==> src/rtl/flash_read_arbiter_if.sv <==
// Bundle of both requester ports, the shared byte-return path and the
// flash reader link used by flash_read_arbiter.
interface flash_read_arbiter_if #(
  parameter int ADDR_W = 24,
  parameter int LEN_W  = 8
);
  logic              r0_req;
  logic              r1_req;
  logic [ADDR_W-1:0] r0_addr;
  logic [ADDR_W-1:0] r1_addr;
  logic [LEN_W-1:0]  r0_len;
  logic [LEN_W-1:0]  r1_len;
  logic              r0_ack;
  logic              r1_ack;
  logic              r0_valid;
  logic              r1_valid;
  logic              r0_ready;
  logic              r1_ready;
  logic [7:0]        out_data;
  logic              out_last;
  logic              grant;
  logic              busy;
  logic              fr_read;
  logic [ADDR_W-1:0] fr_addr;
  logic              fr_ready;
  logic [7:0]        fr_data;

  // Arbiter side.
  modport slave (
    input  r0_req, r1_req, r0_addr, r1_addr, r0_len, r1_len,
    input  r0_ready, r1_ready, fr_ready, fr_data,
    output r0_ack, r1_ack, r0_valid, r1_valid, out_data, out_last,
    output grant, busy, fr_read, fr_addr
  );

  // Requesters plus flash reader side.
  modport master (
    output r0_req, r1_req, r0_addr, r1_addr, r0_len, r1_len,
    output r0_ready, r1_ready, fr_ready, fr_data,
    input  r0_ack, r1_ack, r0_valid, r1_valid, out_data, out_last,
    input  grant, busy, fr_read, fr_addr
  );
endinterface

==> src/rtl/flash_read_arbiter.sv <==
// Two-requester burst arbiter in front of a single-byte flash reader:
// round-robin per burst, one flash read per byte, bytes returned over valid/ready.
module flash_read_arbiter #(
  parameter int ADDR_W       = 24,
  parameter int LEN_W        = 8,
  parameter int FLUSH_CYCLES = 32
) (
  input  logic                 clk,
  input  logic                 rstn,
  flash_read_arbiter_if.slave  bus
);

  typedef enum logic [2:0] {
    S_FLUSH,
    S_IDLE,
    S_ISSUE,
    S_WAIT,
    S_HOLD
  } state_t;

  localparam int CNT_W = $clog2(FLUSH_CYCLES + 1);
  localparam logic [LEN_W:0] ONE_LEFT = (LEN_W+1)'(1);

  state_t            state_q, state_d;
  logic [CNT_W-1:0]  flush_cnt_q, flush_cnt_d;
  logic [ADDR_W-1:0] cur_addr_q, cur_addr_d;
  logic [LEN_W:0]    remaining_q, remaining_d;
  logic              grant_q, grant_d;
  logic              last_grant_q, last_grant_d;
  logic              busy_q, busy_d;
  logic              out_last_q, out_last_d;
  logic              fr_read_q, fr_read_d;
  logic [1:0]        ack_q, ack_d;
  logic [1:0]        valid_q, valid_d;
  logic [7:0]        out_data_q, out_data_d;
  logic [ADDR_W-1:0] fr_addr_q, fr_addr_d;

  logic [1:0]        req;
  logic [1:0]        ready;
  logic [ADDR_W-1:0] req_addr  [2];
  logic [LEN_W-1:0]  req_len   [2];
  logic [LEN_W:0]    req_bytes [2];
  logic              pick;

  assign req         = {bus.r1_req, bus.r0_req};
  assign ready       = {bus.r1_ready, bus.r0_ready};
  assign req_addr[0] = bus.r0_addr;
  assign req_addr[1] = bus.r1_addr;
  assign req_len[0]  = bus.r0_len;
  assign req_len[1]  = bus.r1_len;

  // A zero length field stands for the full 2^LEN_W byte burst.
  for (genvar gi = 0; gi < 2; gi++) begin : g_len
    assign req_bytes[gi] = (req_len[gi] == '0) ? {1'b1, {LEN_W{1'b0}}}
                                                : {1'b0, req_len[gi]};
  end

  always_comb begin
    state_d      = state_q;
    flush_cnt_d  = flush_cnt_q;
    cur_addr_d   = cur_addr_q;
    remaining_d  = remaining_q;
    grant_d      = grant_q;
    last_grant_d = last_grant_q;
    busy_d       = busy_q;
    out_last_d   = out_last_q;
    fr_read_d    = 1'b0;
    ack_d        = 2'b00;
    valid_d      = valid_q;
    out_data_d   = out_data_q;
    fr_addr_d    = fr_addr_q;
    pick         = 1'b0;

    case (state_q)
      // The reader has no reset and may still deliver a stale byte here.
      S_FLUSH: begin
        if (flush_cnt_q == CNT_W'(FLUSH_CYCLES - 1)) begin
          state_d = S_IDLE;
        end else begin
          flush_cnt_d = flush_cnt_q + 1'b1;
        end
      end
      S_IDLE: begin
        if (req != 2'b00) begin
          pick        = (req == 2'b11) ? ~last_grant_q : req[1];
          grant_d     = pick;
          cur_addr_d  = req_addr[pick];
          remaining_d = req_bytes[pick];
          ack_d[pick] = 1'b1;
          busy_d      = 1'b1;
          fr_read_d   = 1'b1;
          fr_addr_d   = req_addr[pick];
          state_d     = S_ISSUE;
        end
      end
      S_ISSUE: begin
        state_d = S_WAIT;
      end
      S_WAIT: begin
        if (bus.fr_ready) begin
          out_data_d       = bus.fr_data;
          out_last_d       = (remaining_q == ONE_LEFT);
          valid_d[grant_q] = 1'b1;
          state_d          = S_HOLD;
        end
      end
      S_HOLD: begin
        if (ready[grant_q]) begin
          valid_d     = 2'b00;
          cur_addr_d  = cur_addr_q + 1'b1;
          remaining_d = remaining_q - 1'b1;
          if (out_last_q) begin
            last_grant_d = grant_q;
            busy_d       = 1'b0;
            state_d      = S_IDLE;
          end else begin
            fr_read_d = 1'b1;
            fr_addr_d = cur_addr_q + 1'b1;
            state_d   = S_ISSUE;
          end
        end
      end
      default: begin
        state_d = S_FLUSH;
      end
    endcase
  end

  always_ff @(posedge clk) begin
    if (!rstn) begin
      state_q      <= S_FLUSH;
      flush_cnt_q  <= '0;
      cur_addr_q   <= '0;
      remaining_q  <= '0;
      grant_q      <= 1'b0;
      last_grant_q <= 1'b0;
      busy_q       <= 1'b0;
      out_last_q   <= 1'b0;
      fr_read_q    <= 1'b0;
      ack_q        <= 2'b00;
      valid_q      <= 2'b00;
      out_data_q   <= '0;
      fr_addr_q    <= '0;
    end else begin
      state_q      <= state_d;
      flush_cnt_q  <= flush_cnt_d;
      cur_addr_q   <= cur_addr_d;
      remaining_q  <= remaining_d;
      grant_q      <= grant_d;
      last_grant_q <= last_grant_d;
      busy_q       <= busy_d;
      out_last_q   <= out_last_d;
      fr_read_q    <= fr_read_d;
      ack_q        <= ack_d;
      valid_q      <= valid_d;
      out_data_q   <= out_data_d;
      fr_addr_q    <= fr_addr_d;
    end
  end

  assign bus.r0_ack   = ack_q[0];
  assign bus.r1_ack   = ack_q[1];
  assign bus.r0_valid = valid_q[0];
  assign bus.r1_valid = valid_q[1];
  assign bus.out_data = out_data_q;
  assign bus.out_last = out_last_q;
  assign bus.grant    = grant_q;
  assign bus.busy     = busy_q;
  assign bus.fr_read  = fr_read_q;
  assign bus.fr_addr  = fr_addr_q;

endmodule
==> src/flat_wrapper.sv <==
// flat-port wrapper written by rule: the top's interface ports become plain ports
module flash_read_arbiter_flat 
#(
  parameter int ADDR_W       = 24,
  parameter int LEN_W        = 8,
  parameter int FLUSH_CYCLES = 32
)
  (clk, rstn, bus_r0_req, bus_r1_req, bus_r0_addr, bus_r1_addr, bus_r0_len, bus_r1_len, bus_r0_ready, bus_r1_ready, bus_fr_ready, bus_fr_data, bus_r0_ack, bus_r1_ack, bus_r0_valid, bus_r1_valid, bus_out_data, bus_out_last, bus_grant, bus_busy, bus_fr_read, bus_fr_addr);
  flash_read_arbiter_if #(.ADDR_W(ADDR_W), .LEN_W(LEN_W)) bus_i ();
  input  logic clk;
  input  logic rstn;
  input wire logic [$bits(bus_i.r0_req)-1:0] bus_r0_req;
  input wire logic [$bits(bus_i.r1_req)-1:0] bus_r1_req;
  input wire logic [$bits(bus_i.r0_addr)-1:0] bus_r0_addr;
  input wire logic [$bits(bus_i.r1_addr)-1:0] bus_r1_addr;
  input wire logic [$bits(bus_i.r0_len)-1:0] bus_r0_len;
  input wire logic [$bits(bus_i.r1_len)-1:0] bus_r1_len;
  input wire logic [$bits(bus_i.r0_ready)-1:0] bus_r0_ready;
  input wire logic [$bits(bus_i.r1_ready)-1:0] bus_r1_ready;
  input wire logic [$bits(bus_i.fr_ready)-1:0] bus_fr_ready;
  input wire logic [$bits(bus_i.fr_data)-1:0] bus_fr_data;
  output wire logic [$bits(bus_i.r0_ack)-1:0] bus_r0_ack;
  output wire logic [$bits(bus_i.r1_ack)-1:0] bus_r1_ack;
  output wire logic [$bits(bus_i.r0_valid)-1:0] bus_r0_valid;
  output wire logic [$bits(bus_i.r1_valid)-1:0] bus_r1_valid;
  output wire logic [$bits(bus_i.out_data)-1:0] bus_out_data;
  output wire logic [$bits(bus_i.out_last)-1:0] bus_out_last;
  output wire logic [$bits(bus_i.grant)-1:0] bus_grant;
  output wire logic [$bits(bus_i.busy)-1:0] bus_busy;
  output wire logic [$bits(bus_i.fr_read)-1:0] bus_fr_read;
  output wire logic [$bits(bus_i.fr_addr)-1:0] bus_fr_addr;
  assign bus_i.r0_req = bus_r0_req;
  assign bus_i.r1_req = bus_r1_req;
  assign bus_i.r0_addr = bus_r0_addr;
  assign bus_i.r1_addr = bus_r1_addr;
  assign bus_i.r0_len = bus_r0_len;
  assign bus_i.r1_len = bus_r1_len;
  assign bus_i.r0_ready = bus_r0_ready;
  assign bus_i.r1_ready = bus_r1_ready;
  assign bus_i.fr_ready = bus_fr_ready;
  assign bus_i.fr_data = bus_fr_data;
  assign bus_r0_ack = bus_i.r0_ack;
  assign bus_r1_ack = bus_i.r1_ack;
  assign bus_r0_valid = bus_i.r0_valid;
  assign bus_r1_valid = bus_i.r1_valid;
  assign bus_out_data = bus_i.out_data;
  assign bus_out_last = bus_i.out_last;
  assign bus_grant = bus_i.grant;
  assign bus_busy = bus_i.busy;
  assign bus_fr_read = bus_i.fr_read;
  assign bus_fr_addr = bus_i.fr_addr;
  flash_read_arbiter #(.ADDR_W(ADDR_W), .LEN_W(LEN_W), .FLUSH_CYCLES(FLUSH_CYCLES)) u_core (.clk(clk), .rstn(rstn), .bus(bus_i));
endmodule
==> config.mk <==
export PLATFORM = sky130hd
export DESIGN_NAME = flash_read_arbiter_flat
export DESIGN_NICKNAME = d
export VERILOG_FILES = /design/src/rtl/flash_read_arbiter_if.sv /design/src/rtl/flash_read_arbiter.sv /design/src/flat_wrapper.sv
export SDC_FILE = /design/constraint.sdc
export NUM_CORES = 1
export LEC_CHECK = 0
export ABC_AREA = 1
export CAP_MARGIN = 10
export CORE_AREA = 2 2 106 108
export CTS_BUF_LIST = sky130_fd_sc_hd__clkbuf_16
export DETAILED_ROUTE_END_ITERATION = 10
export DIE_AREA = 0 0 108 110
export PLACE_DENSITY_LB_ADDON = 0.2
export SETUP_SLACK_MARGIN = 0.15
export SLEW_MARGIN = 10
export SYNTH_ARGS = -nofsm -noshare
export SYNTH_HDL_FRONTEND = slang
export SYNTH_SLANG_ARGS = --single-unit
==> constraint.sdc <==
create_clock -name clk -period 1.48 [get_ports clk]
set_clock_uncertainty 0.15 [all_clocks]
set_input_delay 0.148 -clock clk [delete_from_list [all_inputs] [get_ports clk]]
set_output_delay 0.148 -clock clk [all_outputs]
set_load 0.02 [all_outputs]
Yosys cells after proc, flatten, opt, wreduce, memory -nomap -nowiden
Cells that the tools add are included.
{"block": "totals", "ff_bits": 83, "latchBits": 0, "ram_bits": 0, "rom_bits": 0, "inputBits": 79, "elab_cells": 97, "mem_count": 0}
{"block": "op_classes", "addsub": 3, "mul": 0, "div": 0, "order_cmp": 5, "eq_ne": 13, "shift": 0, "mux": 41, "bitwise": 4, "n_reduce_logical": 18}
{"operator": "2-to-1 mux 24 bit", "n": 7}
{"operator": "case mux 24 bit (2 select lines)", "n": 2}
{"operator": "2-to-1 mux 9 bit", "n": 7}
{"operator": "adder 24 x 1 -> 24 bit, second input constant", "n": 1}
{"operator": "case mux 9 bit (2 select lines)", "n": 1}
{"operator": "logical NOT 8 bit", "n": 2}
{"operator": "case mux 3 bit (5 select lines)", "n": 1}
{"operator": "2-to-1 mux 3 bit", "n": 4}
{"operator": "AND reduction 3 bit", "n": 4}
{"operator": "AND reduction 4 bit", "n": 3}
{"operator": "2-to-1 mux 1 bit", "n": 11}
{"operator": "== test 9 x 1 -> 1 bit, second input constant", "n": 1}
{"operator": "subtractor 9 x 1 -> 9 bit, second input constant", "n": 1}
{"operator": "!= test 2 x 1 -> 1 bit, second input constant", "n": 4}
{"operator": "adder 6 x 1 -> 6 bit, second input constant", "n": 1}
{"operator": "== test 3 x 2 -> 1 bit, second input constant", "n": 2}
{"operator": "== test 6 x 5 -> 1 bit, second input constant", "n": 1}
{"operator": "2-to-1 mux 2 bit", "n": 3}
{"operator": "AND reduction 2 bit", "n": 3}
{"operator": "nonzero test 2 bit", "n": 3}
{"operator": "< comparator 1 x 2 -> 1 bit, second input constant", "n": 2}
{"operator": "!= test 2 bit, second input constant", "n": 2}
{"operator": "case mux 1 bit (2 select lines)", "n": 2}
{"operator": "case mux 2 bit (2 select lines)", "n": 1}
{"operator": "11 further kinds", "n": 15}

Logic depth before layout (Yosys ltp)
Gate-level depths: netlist (run 1).
{"block": "logic_depth", "word_depth": 8, "depth_mapped": 11, "ltp_nobuf": 11}

Least setup slack after synthesis (run 1)
Ideal clock, no wire load.
{"block": "synth_path", "kind": "reg2reg", "from": "reg u_core.grant_q, in the netlist u_core.bus.grant", "to": "reg u_core.fr_addr_q[13], in the netlist u_core.bus.fr_addr[13]", "arrival_ns": 1.422, "required_time_ns": 1.219, "path_slack_ns": -0.203, "path_stages_with_launch": 9, "n_path_buf": 1, "period_less_slack_ns": 1.683, "path_cell_list": "dfxtp_1 > nand2_1 > o21ai_1 > nand2_2 > o21ai_4 > buf_4 > nand3_1 > nand3_1 > inv_1"}
{"block": "synth_between", "elab_chain_cells": 4}
{"element": "from (decl)", "line": "flash_read_arbiter.sv:28", "rtl": "logic grant_q, grant_d;"}
{"element": "from (signal assigned)", "line": "flash_read_arbiter.sv:149", "rtl": "grant_q <= grant_d;"}
{"element": "2-to-1 mux 1 bit (not written as such) (2 in series)", "line": "flash_read_arbiter.sv:108", "rtl": "if (ready[grant_q]) begin"}
{"element": "!= test 2 x 1 -> 1 bit (no line)"}
{"element": "AND reduction 4 bit (no line)"}
{"element": "to (signal assigned)", "line": "flash_read_arbiter.sv:157", "rtl": "fr_addr_q <= fr_addr_d;"}
{"element": "to (decl)", "line": "flash_read_arbiter.sv:36", "rtl": "logic [ADDR_W-1:0] fr_addr_q, fr_addr_d;"}
No other way between the ends. The select of a mux whose other input is x is not followed.
A chain may end at the register's enable or synchronous reset.

Worst setup path after layout (run 1)
{"block": "layout_path", "from": "reg u_core.cur_addr_q[0]", "to": "reg u_core.cur_addr_q[6]"}
{"block": "layout_between", "elab_chain_cells": 3}
{"element": "from (decl)", "line": "flash_read_arbiter.sv:26", "rtl": "logic [ADDR_W-1:0] cur_addr_q, cur_addr_d;"}
{"element": "from (signal assigned)", "line": "flash_read_arbiter.sv:147", "rtl": "cur_addr_q <= cur_addr_d;"}
{"element": "adder 24 x 1 -> 24 bit", "line": "flash_read_arbiter.sv:110", "rtl": "cur_addr_d = cur_addr_q + 1'b1;"}
{"element": "2-to-1 mux 24 bit", "line": "flash_read_arbiter.sv:108"}
{"element": "case mux 24 bit (2 select lines)", "line": "flash_read_arbiter.sv:74", "rtl": "case (state_q)"}
No other way between the ends. The select of a mux whose other input is x is not followed.

==> qor.tcl, run 1 <==
set qor(failed_checks) {negative setup slack}
set qor(fin_total_pwr_mw) 7.39
set qor(layout_setup_ws_ns) -0.392
set qor(pwr-share-seq_pct) 35.1
set qor(avgSynthCellArea_sq_um) 6.39
set qor(cts_tree) {done}
set qor(flow.area_growth_from_synthesis_pct) 84.3
set qor(grt.total_usage_pct) 29.3
set qor(routed_via_density) 6.00
set qor(post_synth_instance_area_sq_um) 4730
set qor(floorplan.die.height_microns) 110
set qor(worstReg2RegStart) {u_core.cur_addr_q[0]}
set qor(drtAntennaViolNets) 0
set qor(initial_utilization_pct) 44.2
set qor(final_core_util_pct) 81.4
set qor(worst_hold_startpoint) {rstn}
set qor(cts_inserted_buffers) 9
set qor(cts.root.buffer_cell) {sky130_fd_sc_hd__clkbuf_16}
set qor(detail_route.wl_per_cell_microns) 21.1
set qor(timing.max_slew.rel_slack_pct) 73.1
set qor(worstSetupEndpointType) {flip-flop}
set qor(net-switching-power_mw) 2.29
set qor(netlist-cell-type-count) 33
set qor(yosys_warnings) 0
set qor(fmaxAchievable_mhz) 534
set qor(overflow_left_after_global_routing) 0
set qor(timing.hold.worst_path_depth) 4
set qor(dpl-instance-area_sq_um) 6720
set qor(timing_max_transition_violations_final) 0
set qor(post-synth-top-count-cell) {sky130_fd_sc_hd__nand2_1}
set qor(yosys_most_used_dff) {sky130_fd_sc_hd__dfxtp_1}
set qor(max-cap-violations) 0
set qor(layout.filler_cells) 574
set qor(yosys.area.top_type_share_pct) 35.2
set qor(count_of_placed_standard_cells_including_taps) 1043
set qor(detail_route.iter0.violations) 820
set qor(clk_latency_ns) 0.35
set qor(hold_path.class) {input pin to flip-flop}
set qor(critPathRequiredTime_ns) 1.57
set qor(worstMarginPinSlew_ns) 0.403
set qor(die_area_sq_um) 11900
set qor(fin_crit_ns) 1.87
set qor(p_comb_share_pct) 29.5
set qor(netlist_instances) 739
set qor(whs_ns) 0.0931
set qor(path_clk_slew_ns) 0.07
set qor(hold_viol_final) 0
set qor(die-width_microns) 108
set qor(swShare_pct) 31.0
set qor(synth_edf_count) 0
set qor(drive_gt1_share_pct) 39.7
set qor(clock_power_share_pct) 35.4
set qor(pin_count_of_the_biggest_net_entering_global_routing) 34
set qor(p_int_mw) 5.10
set qor(worstPathArrival_ns) 1.96
set qor(worst-r2r-cell-count) 9
set qor(hold_end) {u_core.flush_cnt_q[1]}
set qor(maximum_clock_path_buffer_count) 2
set qor(post_cts_hold_buffer_count) 0
set qor(power.ir.vdd_worst_mv) 0.600
set qor(power.static_leakage_nw) 3.87
set qor(r2r_end) {u_core.cur_addr_q[6]}
set qor(post_synth_arst_share_pct) 0
set qor(first_global_vias) 5893
set qor(routed-via-count) 6669
set qor(antennaDiodeCount) 0
set qor(cp-start-kind) {flip-flop}
set qor(post-route-cell-area_sq_um) 8710
set qor(antenna_violations_before_repair) 0
set qor(finalSetupViolations) 75
set qor(clock-sinks) 83
set qor(final-instance-count-excl-fill) 1112
set qor(grt_first_pass_wirelength_microns) 27700
set qor(finalNetCount) 1052
set qor(final_routed_drc_violation_total) 0
set qor(crit_path_max_fanout) 3
set qor(setup_slack_of_the_worst_register_to_register_path_ns) -0.39
set qor(detailed_place_hpwl_microns) 10500
set qor(main_area_contributors_after_synthesis) {sky130_fd_sc_hd__dfxtp_1, sky130_fd_sc_hd__nand2_1, sky130_fd_sc_hd__o21ai_0}
set qor(ys_ff_latch) 83
set qor(path_class) {flip-flop to flip-flop}
set qor(layout_worst_path_cycle_share_pct) 126
set qor(synth_top_cells_by_count) {sky130_fd_sc_hd__nand2_1, sky130_fd_sc_hd__inv_1, sky130_fd_sc_hd__dfxtp_1}
set qor(outcome) {finished with violations}
set qor(post-place-ws_ns) -0.458
set qor(htreeDepth) 3
set qor(wirelength_microns) 23400
set qor(routabilityCongestion) 0.938
set qor(floorplan.core_area_sq_um) 10700
set qor(critPathLaunch) {u_core.cur_addr_q[0]}
set qor(row_count) 38
set qor(synth.yosys.seq_area_share_pct) 35.2
set qor(mappedNetlistNets) 822
set qor(grt_setup_unrepaired) {yes}
set qor(synth_top_area_cell) {sky130_fd_sc_hd__dfxtp_1}
set qor(numPortBuffers) 118
set qor(final.setup.tns_ns) -19.81
set qor(first_pass_iters) 6
set qor(power-per-cell-area_nw_per_um2) 848
set qor(io_pins) 119
registers in the layout, indices dropped and copies added, names as in the netlist:
name	flops
u_core.remaining_q	9
u_core.bus.busy	1
u_core.state_q	3
u_core.bus.fr_read	1
u_core.last_grant_q	1
u_core.ack_q	2
u_core.bus.fr_addr	24
u_core.cur_addr_q	24
u_core.flush_cnt_q	6
u_core.valid_q	2
u_core.bus.out_last	1
u_core.bus.out_data	8
u_core.bus.grant	1
cells in the final DEF, fill, tap and decap left out, types with 6 or more instances in the layout:
master,synthesis,routed
sky130_fd_sc_hd__a21oi_1,42,26
sky130_fd_sc_hd__a21oi_2,0,16
sky130_fd_sc_hd__buf_12,0,15
sky130_fd_sc_hd__buf_4,4,70
sky130_fd_sc_hd__buf_6,3,30
sky130_fd_sc_hd__buf_8,0,6
sky130_fd_sc_hd__clkbuf_16,0,16
sky130_fd_sc_hd__clkbuf_2,0,12
sky130_fd_sc_hd__clkdlybuf4s15_1,0,18
sky130_fd_sc_hd__clkdlybuf4s50_1,0,75
sky130_fd_sc_hd__clkinv_1,9,6
sky130_fd_sc_hd__dfxtp_1,83,68
sky130_fd_sc_hd__dfxtp_2,0,7
sky130_fd_sc_hd__dfxtp_4,0,8
sky130_fd_sc_hd__dlygate4sd2_1,0,9
sky130_fd_sc_hd__inv_1,98,86
sky130_fd_sc_hd__inv_2,4,13
sky130_fd_sc_hd__nand2_1,146,116
sky130_fd_sc_hd__nand2_2,2,21
sky130_fd_sc_hd__nand2_4,1,12
sky130_fd_sc_hd__nand3_1,79,34
sky130_fd_sc_hd__nand3_2,0,39
sky130_fd_sc_hd__nand3_4,0,6
sky130_fd_sc_hd__nand4_1,9,9
sky130_fd_sc_hd__nor2_1,73,52
sky130_fd_sc_hd__nor2_2,5,17
sky130_fd_sc_hd__nor2_4,0,9
sky130_fd_sc_hd__o21ai_0,82,34
sky130_fd_sc_hd__o21ai_1,14,26
sky130_fd_sc_hd__o21ai_2,1,35
sky130_fd_sc_hd__o21bai_1,22,8
sky130_fd_sc_hd__o21bai_2,1,6
sky130_fd_sc_hd__o21bai_4,0,9
power groups by stage:
stage | clock, mW | sequential [mW] | combinational (mW)
floorplan | 0 | 2.66 | 0.686
global placement | 0 | 2.60 | 1.38
detailed placement | 0 | 2.60 | 1.42
CTS | 2.55 | 2.56 | 1.72
global route | 2.67 | 2.60 | 2.28
finish | 2.62 | 2.59 | 2.18
routing by layer:
| layer | part of all wire (%) | global-route usage (%) |
|---|---|---|
| met1 | 35 | 33.7 |
| met2 | 48 | 53.9 |
| met3 | 9.9 | 3.82 |
| met4 | 7.8 | 14.0 |
| met5 | 0 | 0 |
layout make-up:
| type | count | area [sq um] | share of cell area (%) |
|---|---|---|---|
| inverter | 111 | 447 | 5.13 |
| sequential | 83 | 1700 | 19.5 |
| clock buffer | 9 | 225 | 2.59 |
| timing repair buffer | 250 | 2650 | 30.4 |
| tap | 140 | 175 | 2.01 |
| multi-input combinational | 514 | 3410 | 39.1 |
| clock inverter | 5 | 104 | 1.19 |
timing repair:
action,in CTS,in global routing
pin swaps,38,58
cloned,4,8
setup buffers,27,16
resized for setup,182,238
hold endpoints to repair,0,0
setup endpoints to repair,122,113
worst max path at each step:
stage	depth (start not counted)	to
3_5_place_dp	9	u_core.bus.fr_addr[1]
4_1_cts	11	u_core.bus.fr_addr[13]
6_report	9	u_core.cur_addr_q[6]
5_1_grt	9	u_core.cur_addr_q[13]
2_1_floorplan	9	u_core.bus.fr_addr[21]
3_3_place_gp	9	u_core.bus.fr_addr[2]
critical path, cell delays in order, from the launching register on:
cell and delay (ns):
sky130_fd_sc_hd__dfxtp_4 0.38, sky130_fd_sc_hd__ha_4 0.16, sky130_fd_sc_hd__buf_4 0.11, sky130_fd_sc_hd__nand3_1 0.16, sky130_fd_sc_hd__nor2_2 0.19, sky130_fd_sc_hd__a21oi_1 0.09
sky130_fd_sc_hd__o21ai_1 0.08, sky130_fd_sc_hd__o21ai_1 0.13, sky130_fd_sc_hd__o21bai_1 0.24, sky130_fd_sc_hd__inv_1 0.08
cells by family after synthesis:
group	after synthesis	share of synthesized area [%]
and+or+nand+nor	332	30.4
buffers and inverters	143	12.4
xor gates and xnor gates	4	0.741
adders and majority gates	4	1.06
DFF	83	35.2
AOI/OAI and AO/OA	173	20.3
Power figures use the tool's default switching activity.
==> inputs of run 2 (changes only) <==
- CTS_BUF_LIST: sky130_fd_sc_hd__clkbuf_16 -> not set
==> run 2 against run 1 <==
  * Register-to-register slack better by 0.10 ns
  * Sequential power hardly changed
  * Core utilization down 8.7 points
  * Power is 15% lower
  * Die area did not move
  * Sequential share of layout area up 2.3 points
  * The run still ends with negative setup slack left
==> qor.tcl, run 2 (synthesized netlist as in run 1, its figures left out) <==
set qor(floorplan.core_area_sq_um) 10700
set qor(final_routed_drc_violation_total) 0
set qor(hold_viol_final) 0
set qor(clock-sinks) 83
set qor(layout.cells.most_common) {sky130_fd_sc_hd__nand2_1}
set qor(routed-via-count) 5745
set qor(initial_utilization_pct) 44.2
set qor(path_clk_slew_ns) 0.09
set qor(wirelength_microns) 16800
set qor(fmaxAchievable_mhz) 565
set qor(clk_latency_ns) 0.35
set qor(post_cts_hold_buffer_count) 0
set qor(finalNetCount) 1028
set qor(setup_slack_of_the_worst_register_to_register_path_ns) -0.29
set qor(max-cap-violations) 0
set qor(detail_route.wl_per_cell_microns) 15.4
set qor(maximum_clock_path_buffer_count) 2
set qor(overflow_left_after_global_routing) 0
set qor(antenna_violations_before_repair) 0
set qor(cts.root.buffer_cell) {sky130_fd_sc_hd__clkbuf_8}
set qor(failed_checks) {negative setup slack}
set qor(drive_gt1_share_pct) 34.5
set qor(worstMarginPinSlew_ns) 0.305
set qor(io_pins) 119
set qor(detailed_place_hpwl_microns) 10500
set qor(htreeDepth) 3
set qor(timing.max_slew.rel_slack_pct) 79.6
set qor(power-per-cell-area_nw_per_um2) 809
set qor(cts_inserted_buffers) 9
set qor(pin_count_of_the_biggest_net_entering_global_routing) 34
set qor(slowest_cell_on_crit_path) {sky130_fd_sc_hd__dfxtp_4}
set qor(detail_route.iter0.violations) 291
set qor(crit_path_max_fanout) 7
set qor(layout_worst_path_cycle_share_pct) 120
set qor(final-instance-count-excl-fill) 1088
set qor(grt.met1_usage_pct) 32.0
set qor(fin_total_pwr_mw) 6.29
set qor(die_area_sq_um) 11900
set qor(hold_path.class) {input pin to flip-flop}
set qor(path_class) {flip-flop to flip-flop}
set qor(grt_first_pass_wirelength_microns) 25500
set qor(floorplan.die.height_microns) 110
set qor(die-width_microns) 108
set qor(first_global_vias) 5525
set qor(cp-start-kind) {flip-flop}
set qor(cts_tree) {done}
set qor(row_count) 38
set qor(routed_via_density) 5.28
set qor(grt.total_usage_pct) 26.6
set qor(post-place-ws_ns) -0.458
set qor(drtAntennaViolNets) 0
set qor(finalSetupViolations) 76
set qor(first_pass_iters) 5
set qor(cp_slowest_stage_delay_ns) 0.38
set qor(power.ir.vdd_worst_mv) 0.485
set qor(timing.critical_path.cells) {ha_4 > nand2_4 > nor2_4 > nand2_4 > nor2_4 > nand3_2 > nand3_2 > nand3_1 > nand2_1 > inv_1}
set qor(layout.filler_cells) 828
set qor(power.static_leakage_nw) 3.50
set qor(timing_max_transition_violations_final) 0
set qor(count_of_placed_standard_cells_including_taps) 1043
set qor(routabilityCongestion) 0.938
set qor(numPortBuffers) 118
set qor(antennaDiodeCount) 0
set qor(outcome) {finished with violations}
set qor(gr-max-usage-layer) {met2}
set qor(whs_ns) 0.0564
set qor(commonest_cells_after_routing_fill_and_taps_aside) {sky130_fd_sc_hd__nand2_1, sky130_fd_sc_hd__inv_1, sky130_fd_sc_hd__clkdlybuf4s50_1, sky130_fd_sc_hd__buf_4, sky130_fd_sc_hd__dfxtp_1}
set qor(layout_setup_ws_ns) -0.289
set qor(critPathRequiredTime_ns) 1.58
set qor(fin_crit_ns) 1.77
set qor(groute.layer.met2.usage_pct) 49.6
set qor(flow.area_growth_from_synthesis_pct) 64.5
set qor(worstPathArrival_ns) 1.87
set qor(grt_util_met3_pct) 3.47
set qor(final_core_util_pct) 72.7
set qor(grt_setup_unrepaired) {yes}
set qor(worstSetupEndpointType) {flip-flop}
[run 2: stage by stage]
step                      instance area, sq um  TNS (ns)
final                                     7780    -10.74
after global routing                      7780    -16.66
after CTS                                 7410     -7.71
after detailed placement                  6720    -23.07
after global placement                    6720    -20.72
after floorplan                           4870     -1.30
[run 2: power by group]
| group | switching (mW) | internal, mW | total (mW) |
|---|---|---|---|
| logic | 0.881 | 0.879 | 1.76 |
| clock network | 0.852 | 1.10 | 1.96 |
| registers | 0.168 | 2.41 | 2.57 |
| total | 1.90 | 4.39 | 6.29 |
[run 2: metal layers]
layer / part of all wire, % / routed length (microns) / vias to the layer above
met3: 5.6 / 945 / 43
met4: 2.0 / 344 / 0
met2: 52 / 8660 / 208
met5: 0 / 0 / -
li1: - / - / 2811
met1: 41 / 6860 / 2683
[run 2: critical path, delay by kind of cell, from the launching register on]
family	cells	cell delay, ns
buffers and inverters	1	0.03
adders and majority gates	1	0.15
and+or+nand+nor	8	0.95
DFF	1	0.38
[run 2: timing repair]
action	in CTS	in global routing
gates resized for setup	168	157
setup buffers	13	13
setup endpoints to repair	122	117
cloned	3	2
pin swaps	28	46
[run 2: final timing paths]
| check | start | endpoint | cells after the start |
|---|---|---|---|
| worst max-delay path | u_core.cur_addr_q[0] | u_core.cur_addr_q[20] | 10 |
| worst min-delay path | rstn | u_core.ack_q[0] | 4 |
| worst max register to register | u_core.cur_addr_q[0] | u_core.cur_addr_q[20] | 10 |
| worst min register to register | u_core.bus.out_data[2] | u_core.bus.out_data[2] | 2 |
[run 2: area by class of cell]
cell class                      count  area [sq um]  share of cell area [%]
Clock buffer                        9           124                    1.59
Sequential cell                    83          1700                    21.9
Inverter                          111           428                    5.50
Clock inverter                      5           104                    1.34
Tap cell                          140           175                    2.25
Multi-Input combinational cell    513          3120                    40.1
Timing Repair Buffer              227          2130                    27.4
